--- src/rtl/alu_lane_scheduler.sv ---
// -----------------------------------------------------------------------------
// alu_lane_scheduler
//   Shares one ALU packet lane among four requesters. A round-robin arbiter
//   grants at most one requester per cycle (one operation in flight per
//   requester). The granted operation is registered onto the alu_* outputs.
//   A tag pipeline matches the lane's fixed result latency, so each result
//   is steered back to the requester that issued it.
//
// Ports
//   clock, reset          rising-edge clock, asynchronous active-low reset
//   req_valid/req_ready   per-requester handshake (4 bits each)
//   req_data1/req_data2   4 x 32-bit operands, requester i at [32i+31:32i]
//   req_command           4 x 2-bit command, same packing
//   alu_valid/alu_data1/alu_data2/alu_command   registered issue beat
//   alu_data/alu_response                       lane result inputs
//   resp_valid            one-hot, one-cycle result pulse per requester
//   resp_data/resp_response                     captured lane result
//   outstanding           per-requester in-flight flag
// -----------------------------------------------------------------------------
module alu_lane_scheduler #(
  parameter int NUM_REQ     = 4,
  parameter int ALU_LATENCY = 1
) (
  input  logic         clock,
  input  logic         reset,
  input  logic [3:0]   req_valid,
  output logic [3:0]   req_ready,
  input  logic [127:0] req_data1,
  input  logic [127:0] req_data2,
  input  logic [7:0]   req_command,
  output logic         alu_valid,
  output logic [31:0]  alu_data1,
  output logic [31:0]  alu_data2,
  output logic [1:0]   alu_command,
  input  logic [31:0]  alu_data,
  input  logic [1:0]   alu_response,
  output logic [3:0]   resp_valid,
  output logic [31:0]  resp_data,
  output logic [1:0]   resp_response,
  output logic [3:0]   outstanding
);

  logic [1:0] ptr;        // last granted requester
  logic [1:0] issue_id;   // requester owning the beat currently on the lane

  // alu_valid/issue_id form the entry stage; the ALU_LATENCY stages behind
  // it line up the final tag with the cycle the lane presents the result.
  logic [ALU_LATENCY-1:0] tag_v;
  logic [1:0]             tag_id [ALU_LATENCY];

  logic [3:0] eligible;
  logic       grant_hit;
  logic [1:0] grant_id;
  logic       handshake;
  logic       retire;
  logic [1:0] retire_id;
  logic [3:0] outstanding_next;

  assign eligible  = req_valid & ~outstanding;
  assign handshake = |(req_valid & req_ready);
  assign retire    = tag_v[ALU_LATENCY-1];
  assign retire_id = tag_id[ALU_LATENCY-1];

  // Round-robin search starting just after the last grant. The offset of
  // NUM_REQ wraps back onto ptr itself, so it is searched last.
  always_comb begin
    // NOTE: every combinational output gets a default first so no path
    // leaves it unassigned, which would infer a latch.
    grant_hit = 1'b0;
    grant_id  = 2'd0;
    for (int off = 1; off <= NUM_REQ; off++) begin
      if (!grant_hit && eligible[ptr + 2'(off)]) begin
        grant_hit = 1'b1;
        grant_id  = ptr + 2'(off);
      end
    end
    req_ready = grant_hit ? (4'b0001 << grant_id) : 4'b0000;
  end

  // Retire and issue never target the same requester (an outstanding
  // requester is not eligible), so clear-then-set is order independent.
  always_comb begin
    outstanding_next = outstanding;
    if (retire)    outstanding_next[retire_id] = 1'b0;
    if (handshake) outstanding_next[grant_id]  = 1'b1;
  end

  always_ff @(posedge clock or negedge reset) begin
    if (!reset) begin
      // NOTE: the tag pipeline is reset (unlike a data store) because its
      // valid bits decide whether a result is delivered; stale tags after
      // reset would produce phantom responses.
      alu_valid     <= 1'b0;
      alu_data1     <= '0;
      alu_data2     <= '0;
      alu_command   <= '0;
      issue_id      <= '0;
      ptr           <= 2'd3;
      outstanding   <= '0;
      resp_valid    <= '0;
      resp_data     <= '0;
      resp_response <= '0;
      tag_v         <= '0;
      for (int i = 0; i < ALU_LATENCY; i++) tag_id[i] <= '0;
    end else begin
      // NOTE: sequential state uses non-blocking assignments so every
      // register samples pre-edge values regardless of statement order.
      if (handshake) begin
        alu_valid   <= 1'b1;
        alu_data1   <= req_data1[{grant_id, 5'd0} +: 32];
        alu_data2   <= req_data2[{grant_id, 5'd0} +: 32];
        alu_command <= req_command[{grant_id, 1'b0} +: 2];
        issue_id    <= grant_id;
        ptr         <= grant_id;
      end else begin
        alu_valid   <= 1'b0;
        alu_data1   <= '0;
        alu_data2   <= '0;
        alu_command <= '0;
        issue_id    <= '0;
      end

      tag_v[0]  <= alu_valid;
      tag_id[0] <= issue_id;
      for (int i = 1; i < ALU_LATENCY; i++) begin
        tag_v[i]  <= tag_v[i-1];
        tag_id[i] <= tag_id[i-1];
      end

      if (retire) begin
        resp_valid    <= 4'b0001 << retire_id;
        resp_data     <= alu_data;
        resp_response <= alu_response;
      end else begin
        resp_valid    <= '0;
      end

      outstanding <= outstanding_next;
    end
  end

endmodule

--- config.mk ---
export PLATFORM = sky130hd
export DESIGN_NAME = alu_lane_scheduler
export DESIGN_NICKNAME = d
export VERILOG_FILES = /design/src/rtl/alu_lane_scheduler.sv
export SDC_FILE = /design/constraint.sdc
export NUM_CORES = 1
export LEC_CHECK = 0
export ABC_AREA = 1
export CAP_MARGIN = 20
export CORE_AREA = 4 4 161 163
export DETAILED_ROUTE_END_ITERATION = 12
export DIE_AREA = 0 0 165 167
export PLACE_DENSITY = 0.68
export SETUP_SLACK_MARGIN = 0.05
export SLEW_MARGIN = 20
export SYNTH_ARGS = -nofsm -noshare
export SYNTH_HDL_FRONTEND = slang
export SYNTH_SLANG_ARGS = --single-unit
export TNS_END_PERCENT = 50
--- constraint.sdc ---
create_clock -name clock -period 3.3 [get_ports clock]
set_clock_uncertainty 0.2 [all_clocks]
set_input_delay 0.66 -clock clock [delete_from_list [all_inputs] [get_ports clock]]
set_output_delay 0.66 -clock clock [all_outputs]
set_load 0.01 [all_outputs]
==> results of run 1 <==
## per-layer routing
metal | wire length, um | GRT usage, % | vias to the layer above
met5 | 13 | 0 | -
met4 | 450 | 5.10 | 2
met3 | 3130 | 7.64 | 33
met2 | 14400 | 34.9 | 358
met1 | 10900 | 22.6 | 3708
li1 | - | - | 3972
## where the power goes
part           internal [mW]  leakage, nW  switching, mW  total (mW)
Sequential              1.76         1.51          0.163        1.92
Clock                   1.07        0.281          0.780        1.85
Combinational           1.07         4.19          0.826        1.90
## synthesized netlist by cell type
cell type and instances:
nand2_1 392, nand3_1 211, inv_1 145, dfrtp_1 114, a21oi_1 67, buf_2 33
clkbuf_1 24, buf_4 12, o21ai_0 5, nor2_1 4, inv_2 3, nand2_2 3
buf_1 2, dfstp_2 2, nand3_2 2, nand4_1 2, nor3_1 2, a21oi_2 1
clkinv_1 1, nand4_2 1, nor2_2 1, o21ai_1 1, o22ai_1 1
## cells in the final DEF (no fill, tap or decap), drive strengths merged, types with 3 or more instances in the layout
master	count
clkinv	3
nand2	395
inv	158
nand3	213
a21oi	68
dfrtp	114
nand4	3
o21ai	6
nor2	5
buf	28
clkdlybuf4s50	411
clkbuf	19
## worst paths after layout
kind / slack (ns) / end / from / cells after the start
worst max-delay path: 0.11 / req_ready[3] / req_valid[1] / 11
worst min-delay path: 0.14 / retire_id[1]$_DFF_PN0_ / issue_id[1]$_DFF_PN0_ / 0
worst max register to register: 0.41 / alu_command[0]$_DFF_PN0_ / ptr[0]$_DFFE_PN1P_ / 14
worst min register to register: 0.14 / retire_id[1]$_DFF_PN0_ / issue_id[1]$_DFF_PN0_ / 0
max in group asynchronous: 1.68 / alu_data2[23]$_DFF_PN0_ / reset / 3
min in group asynchronous: 0.41 / alu_data1[23]$_DFF_PN0_ / reset / 2
## flip-flops by register name (all words and copies together) (netlist names)
| register | flops |
|---|---|
| resp_response | 2 |
| retire | 1 |
| alu_valid | 1 |
| alu_command | 2 |
| resp_data | 32 |
| alu_data2 | 32 |
| issue_id | 2 |
| alu_data1 | 32 |
| retire_id | 2 |
| outstanding | 4 |
| ptr | 2 |
| resp_valid | 4 |
## area by class of cell
class	count	area (um2)	share of cell area (%)
inverter	149	562	4.72
sequential	116	2910	24.4
multi-input combinational	693	3050	25.6
antenna	1	2.50	0.0210
clock buffer	17	425	3.57
timing repair buffer	443	4400	37.0
tap	324	405	3.41
clock inverter	15	155	1.30
## what timing repair did
| item | in CTS | in global routing |
|---|---|---|
| setup buffers | 1 | 1 |
| cloned | 0 | 0 |
| hold buffers | 1 | 0 |
| endpoints found under the setup margin | 4 | 4 |
| pin swaps | 0 | 2 |
| gates resized for setup | 6 | 13 |
| hold endpoints to repair | 4 | 0 |
## cells by family after synthesis
group / share of synthesized area [%]
compound gates: 5.58
buf+inv: 13.4
flops: 42.6
simple gates: 38.5
## per-stage QoR
stage	setup WS [ns]	hold slack [ns]	TNS, ns
finish	0.114	0.143	0
global route	-0.0160	0.151	-0.0160
CTS	0.0658	0.146	0
detailed placement	-0.217	0.135	-0.838
global placement	-0.197	0.131	-0.816
floorplan	0.604	0.131	0
==> flow_summary.json, run 1 <==
{
  "status": "complete, no violations",
  "critical_path_required_ns": 2.44,
  "final_nets": 1724,
  "rows": 57,
  "firstDrtPassIters": 5,
  "grt_pass1_vias": 7884,
  "avgSynthCellArea_um2": 6.63,
  "crit_family": "buffers and inverters",
  "path_cells": "clkdlybuf4s50_1, nand3_1, nand3_1, nand2_2, nand4_4, nor2_4, nor2_4, inv_2, nand2_1, inv_1, dlygate4sd2_1",
  "clkTransAtPathRegs_ns": 0.06,
  "fin_cells": 1758,
  "ios": 417,
  "die_width_um": 165,
  "syn_area_mm2": 0.00682,
  "hold_class": "flip-flop to flip-flop",
  "num_vias": 8073,
  "dp.cells": 1722,
  "synth_cell_types": 23,
  "vias_per_cell": 4.59,
  "p_leak_nw": 5.98,
  "avgRoutedWirePerCell_um": 16.4,
  "start_kind": "input pin",
  "slew_viol_final": 0,
  "design_area_mm2": 0.0119,
  "drt_iter0_drc": 544,
  "max_stage_delay_ns": 0.48,
  "critPathMaxFanout": 5,
  "synthCells": 1029,
  "clockRootBuffer": "clkbuf_16",
  "cts_inserted_buffers": 17,
  "ant_nets": 0,
  "ys_seq_area_share_pct": 42.6,
  "setup_viol": 0,
  "insertion_delay_ns": 0.41,
  "grt_max_degree": 91,
  "antenna_found_initial": 2,
  "hold_violations": 0,
  "dpl.hpwl_mm": 21.3,
  "place_area_mm2": 0.0113,
  "routed_wl_mm": 28.8,
  "utilization_pct": 49.0,
  "rsz0062_at_grt": "true",
  "min_period_ns": 3.19,
  "critPathArrivalTime_ns": 2.33,
  "synth_fp_nets": 1333,
  "h-tree-depth": 4,
  "drv_cap": 0,
  "synth_largest_area_cell": "dfrtp_1",
  "cts_buffer_depth": 2,
  "maxSlewHeadroom_pct": 45.0,
  "grtUsageTotal_pct": 19.9,
  "die_y_um": 167,
  "yosysWarnings": 0,
  "fillers": 2430,
  "worstMarginPinSlew_ns": 0.825,
  "io_buffer_count": 416,
  "dieArea_mm2": 0.0276,
  "ir_drop_mv": 0.349,
  "area_growth_pct": 74.6,
  "cts_sinks": 116,
  "endpoint_kind": "primary output",
  "gp_congestion": 0.860,
  "start_util_pct": 28.0,
  "core_area_mm2": 0.0243,
  "drc_errors": 0,
  "p_total_mw": 5.66,
  "layout_worst_path_cycle_share_pct": 96.6,
  "yosys-top-cells-area": "dfrtp_1, nand2_1, nand3_1",
  "synth.top_cell.area_share_pct": 41.8,
  "cpMaxStageDelayCell": "clkdlybuf4s50_1",
  "grt_overflow": 0,
  "critical_path_class": "input pin to primary output",
  "drive_above_1_share_pct": 5.58,
  "fmax_mhz": 314,
  "grt_pass1_wl_mm": 42.9,
  "ys_ff_latch": 116,
  "critPathBufInv": 4,
  "p_per_area_mw_per_mm2": 476,
  "cts_tree": "yes"
}
Note: power is estimated with default switching activity, not from simulation.
==> run 2: changes to the inputs <==
--- a/config.mk
+++ b/config.mk
@@ -8,6 +8,7 @@
 export ABC_AREA = 1
 export CAP_MARGIN = 20
 export CORE_AREA = 4 4 161 163
+export CTS_CLUSTER_DIAMETER = 40
 export DETAILED_ROUTE_END_ITERATION = 12
 export DIE_AREA = 0 0 165 167
 export PLACE_DENSITY = 0.68
==> constraint.sdc (replaced) <==
create_clock -name clock -period 3.5 [get_ports clock]
set_clock_uncertainty 0.2 [all_clocks]
set_input_delay 0.7 -clock clock [delete_from_list [all_inputs] [get_ports clock]]
set_output_delay 0.7 -clock clock [all_outputs]
set_load 0.01 [all_outputs]
==> flow_summary.json, run 2 (synthesized netlist as in run 1, its figures left out) <==
{
  "dp.cells": 1723,
  "gp_congestion": 0.849,
  "dpl.hpwl_mm": 21.2,
  "drc_errors": 0,
  "pre_cts_ws_ns": -0.116,
  "critical_path_required_ns": 2.60,
  "layout_worst_path_cycle_share_pct": 95.3,
  "drv_cap": 0,
  "power.internal_mw": 3.73,
  "worstMarginPinSlew_ns": 0.957,
  "h-tree-depth": 4,
  "p_leak_nw": 6.00,
  "slew_viol_final": 0,
  "cp-startpoint": "req_valid[2]",
  "place_area_mm2": 0.0113,
  "start_util_pct": 28.0,
  "layout_commonest_cell": "clkdlybuf4s50_1",
  "hold_class": "flip-flop to flip-flop",
  "maxSlewHeadroom_pct": 36.2,
  "avgRoutedWirePerCell_um": 16.4,
  "critical_path_class": "input pin to primary output",
  "final_nets": 1723,
  "rows": 57,
  "fmax_mhz": 300,
  "num_vias": 8070,
  "ant_nets": 0,
  "status": "complete, no violations",
  "drive_above_1_share_pct": 5.31,
  "core_area_mm2": 0.0243,
  "cts_sinks": 116,
  "cts_tree": "yes",
  "die_y_um": 167,
  "ios": 417,
  "cts_inserted_buffers": 17,
  "endpoint_kind": "primary output",
  "antenna_found_initial": 1,
  "power_frac_clock_pct": 33.7,
  "hold_violations": 0,
  "start_kind": "input pin",
  "drt_iter0_drc": 604,
  "design_area_mm2": 0.0119,
  "combPwrFrac_pct": 32.7,
  "critPathMaxFanout": 6,
  "cts_buffer_depth": 2,
  "io_buffer_count": 416,
  "mostFrequentLayoutCells": "clkdlybuf4s50_1, nand2_1, nand3_1",
  "hold_start": "issue_id[0]$_DFF_PN0_",
  "firstDrtPassIters": 5,
  "whs_ns": 0.151,
  "reg.largest.list": "alu_data1 x32, alu_data2 x32, resp_data x32",
  "area_growth_pct": 74.4,
  "r2r-end": "alu_data1[31]$_DFF_PN0_",
  "r2r_slack_ns": 0.46,
  "routed_wl_mm": 28.9,
  "ff2ff_path_depth": 14,
  "setup_slack_ns": 0.166,
  "ctsHoldBuffers": 0,
  "setup_viol": 0,
  "clockRootBuffer": "clkbuf_16",
  "dieArea_mm2": 0.0276,
  "insertion_delay_ns": 0.41,
  "rsz0062_at_grt": "true",
  "vias_per_cell": 4.60,
  "fin_cells": 1756,
  "ir_drop_mv": 0.279,
  "min_period_ns": 3.33,
  "grt_pass1_wl_mm": 43.4,
  "crit_end": "req_ready[0]",
  "p_per_area_mw_per_mm2": 455,
  "critPathArrivalTime_ns": 2.43,
  "netSwitchingFraction_pct": 30.9,
  "grt_overflow": 0,
  "grtUsageTotal_pct": 20.1,
  "clkTransAtPathRegs_ns": 0.06,
  "grt_max_degree": 117,
  "die_width_um": 165,
  "netSwitchingPower_mw": 1.67,
  "grt_pass1_vias": 7916,
  "r2r-start": "ptr[0]$_DFFE_PN1P_",
  "diodes": 0,
  "seq_power_share_pct": 33.5
}
run 2: cell count changes in the layout (fill, tap and decap cells not counted), sizes merged:
cell | previous run | this run
buf | 28 | 27
bufinv | 1 | 2
clkbuf | 19 | 18
clkinv | 3 | 2
diode | 1 | 0
dlygate4sd2 | 1 | 2
dlygate4sd3 | 1 | 0
dlymetal6s2s | 0 | 1
run 2: how the worst min path moves through the flow:
stage                                   to  slack [ns]  depth (start not counted)
floorplan           retire_id[0]$_DFF_PN0_        0.13                          0
global placement    retire_id[1]$_DFF_PN0_        0.13                          0
detailed placement  retire_id[1]$_DFF_PN0_        0.13                          0
CTS                 retire_id[0]$_DFF_PN0_        0.15                          0
global route        retire_id[0]$_DFF_PN0_        0.16                          0
finish              retire_id[0]$_DFF_PN0_        0.15                          0
run 2: layout make-up:
type	count	area, um2
Sequential cell	116	2910
Inverter	149	562
Timing Repair Buffer	442	4380
Fill cell	2453	12400
Clock inverter	15	181
Multi-Input combinational cell	693	3040
Tap cell	324	405
Clock buffer	17	425
run 2: metal layers:
layer / vias up / GRT usage [%] / part of all wire [%]
met5: - / 0 / 0.045
met1: 3678 / 22.5 / 37
met3: 45 / 8.70 / 12
li1: 3974 / - / -
met4: 2 / 5.57 / 2.4
met2: 371 / 34.8 / 49
run 2: stage by stage:
stage          utilization, %  setup TNS [ns]  power, mW
2_1_floorplan               -               0       2.40
3_3_place_gp             46.3          -0.273       3.61
3_5_place_dp             46.3          -0.479       3.63
4_1_cts                  48.8         -0.0551       5.47
5_1_grt                  48.9               0       5.71
6_report                 48.9               0       5.41
run 2: power by group through the flow:
stage	Sequential, mW	Combinational, mW	Clock (mW)
floorplan	1.97	0.435	0
global placement	1.83	1.77	0
detailed placement	1.84	1.79	0
CTS	1.82	1.79	1.86
global route	1.85	1.93	1.94
finish	1.81	1.77	1.82
run 2: repair_timing:
action | 4_1_cts | 5_1_grt
setup buffers | 0 | 1
endpoints found under the setup margin | 4 | 4
pin swaps | 0 | 1
resized for setup | 5 | 6
run 2: critical path, cell delays in order:
cell	delay [ns]
clkdlybuf4s50_1	0.43
nand3_1	0.09
nand2_1	0.08
nand2_1	0.08
nand2_1	0.10
buf_4	0.15
a21oi_2	0.16
nand2_4	0.07
nand2_4	0.08
nand3_1	0.11
inv_1	0.07
dlygate4sd2_1	0.30
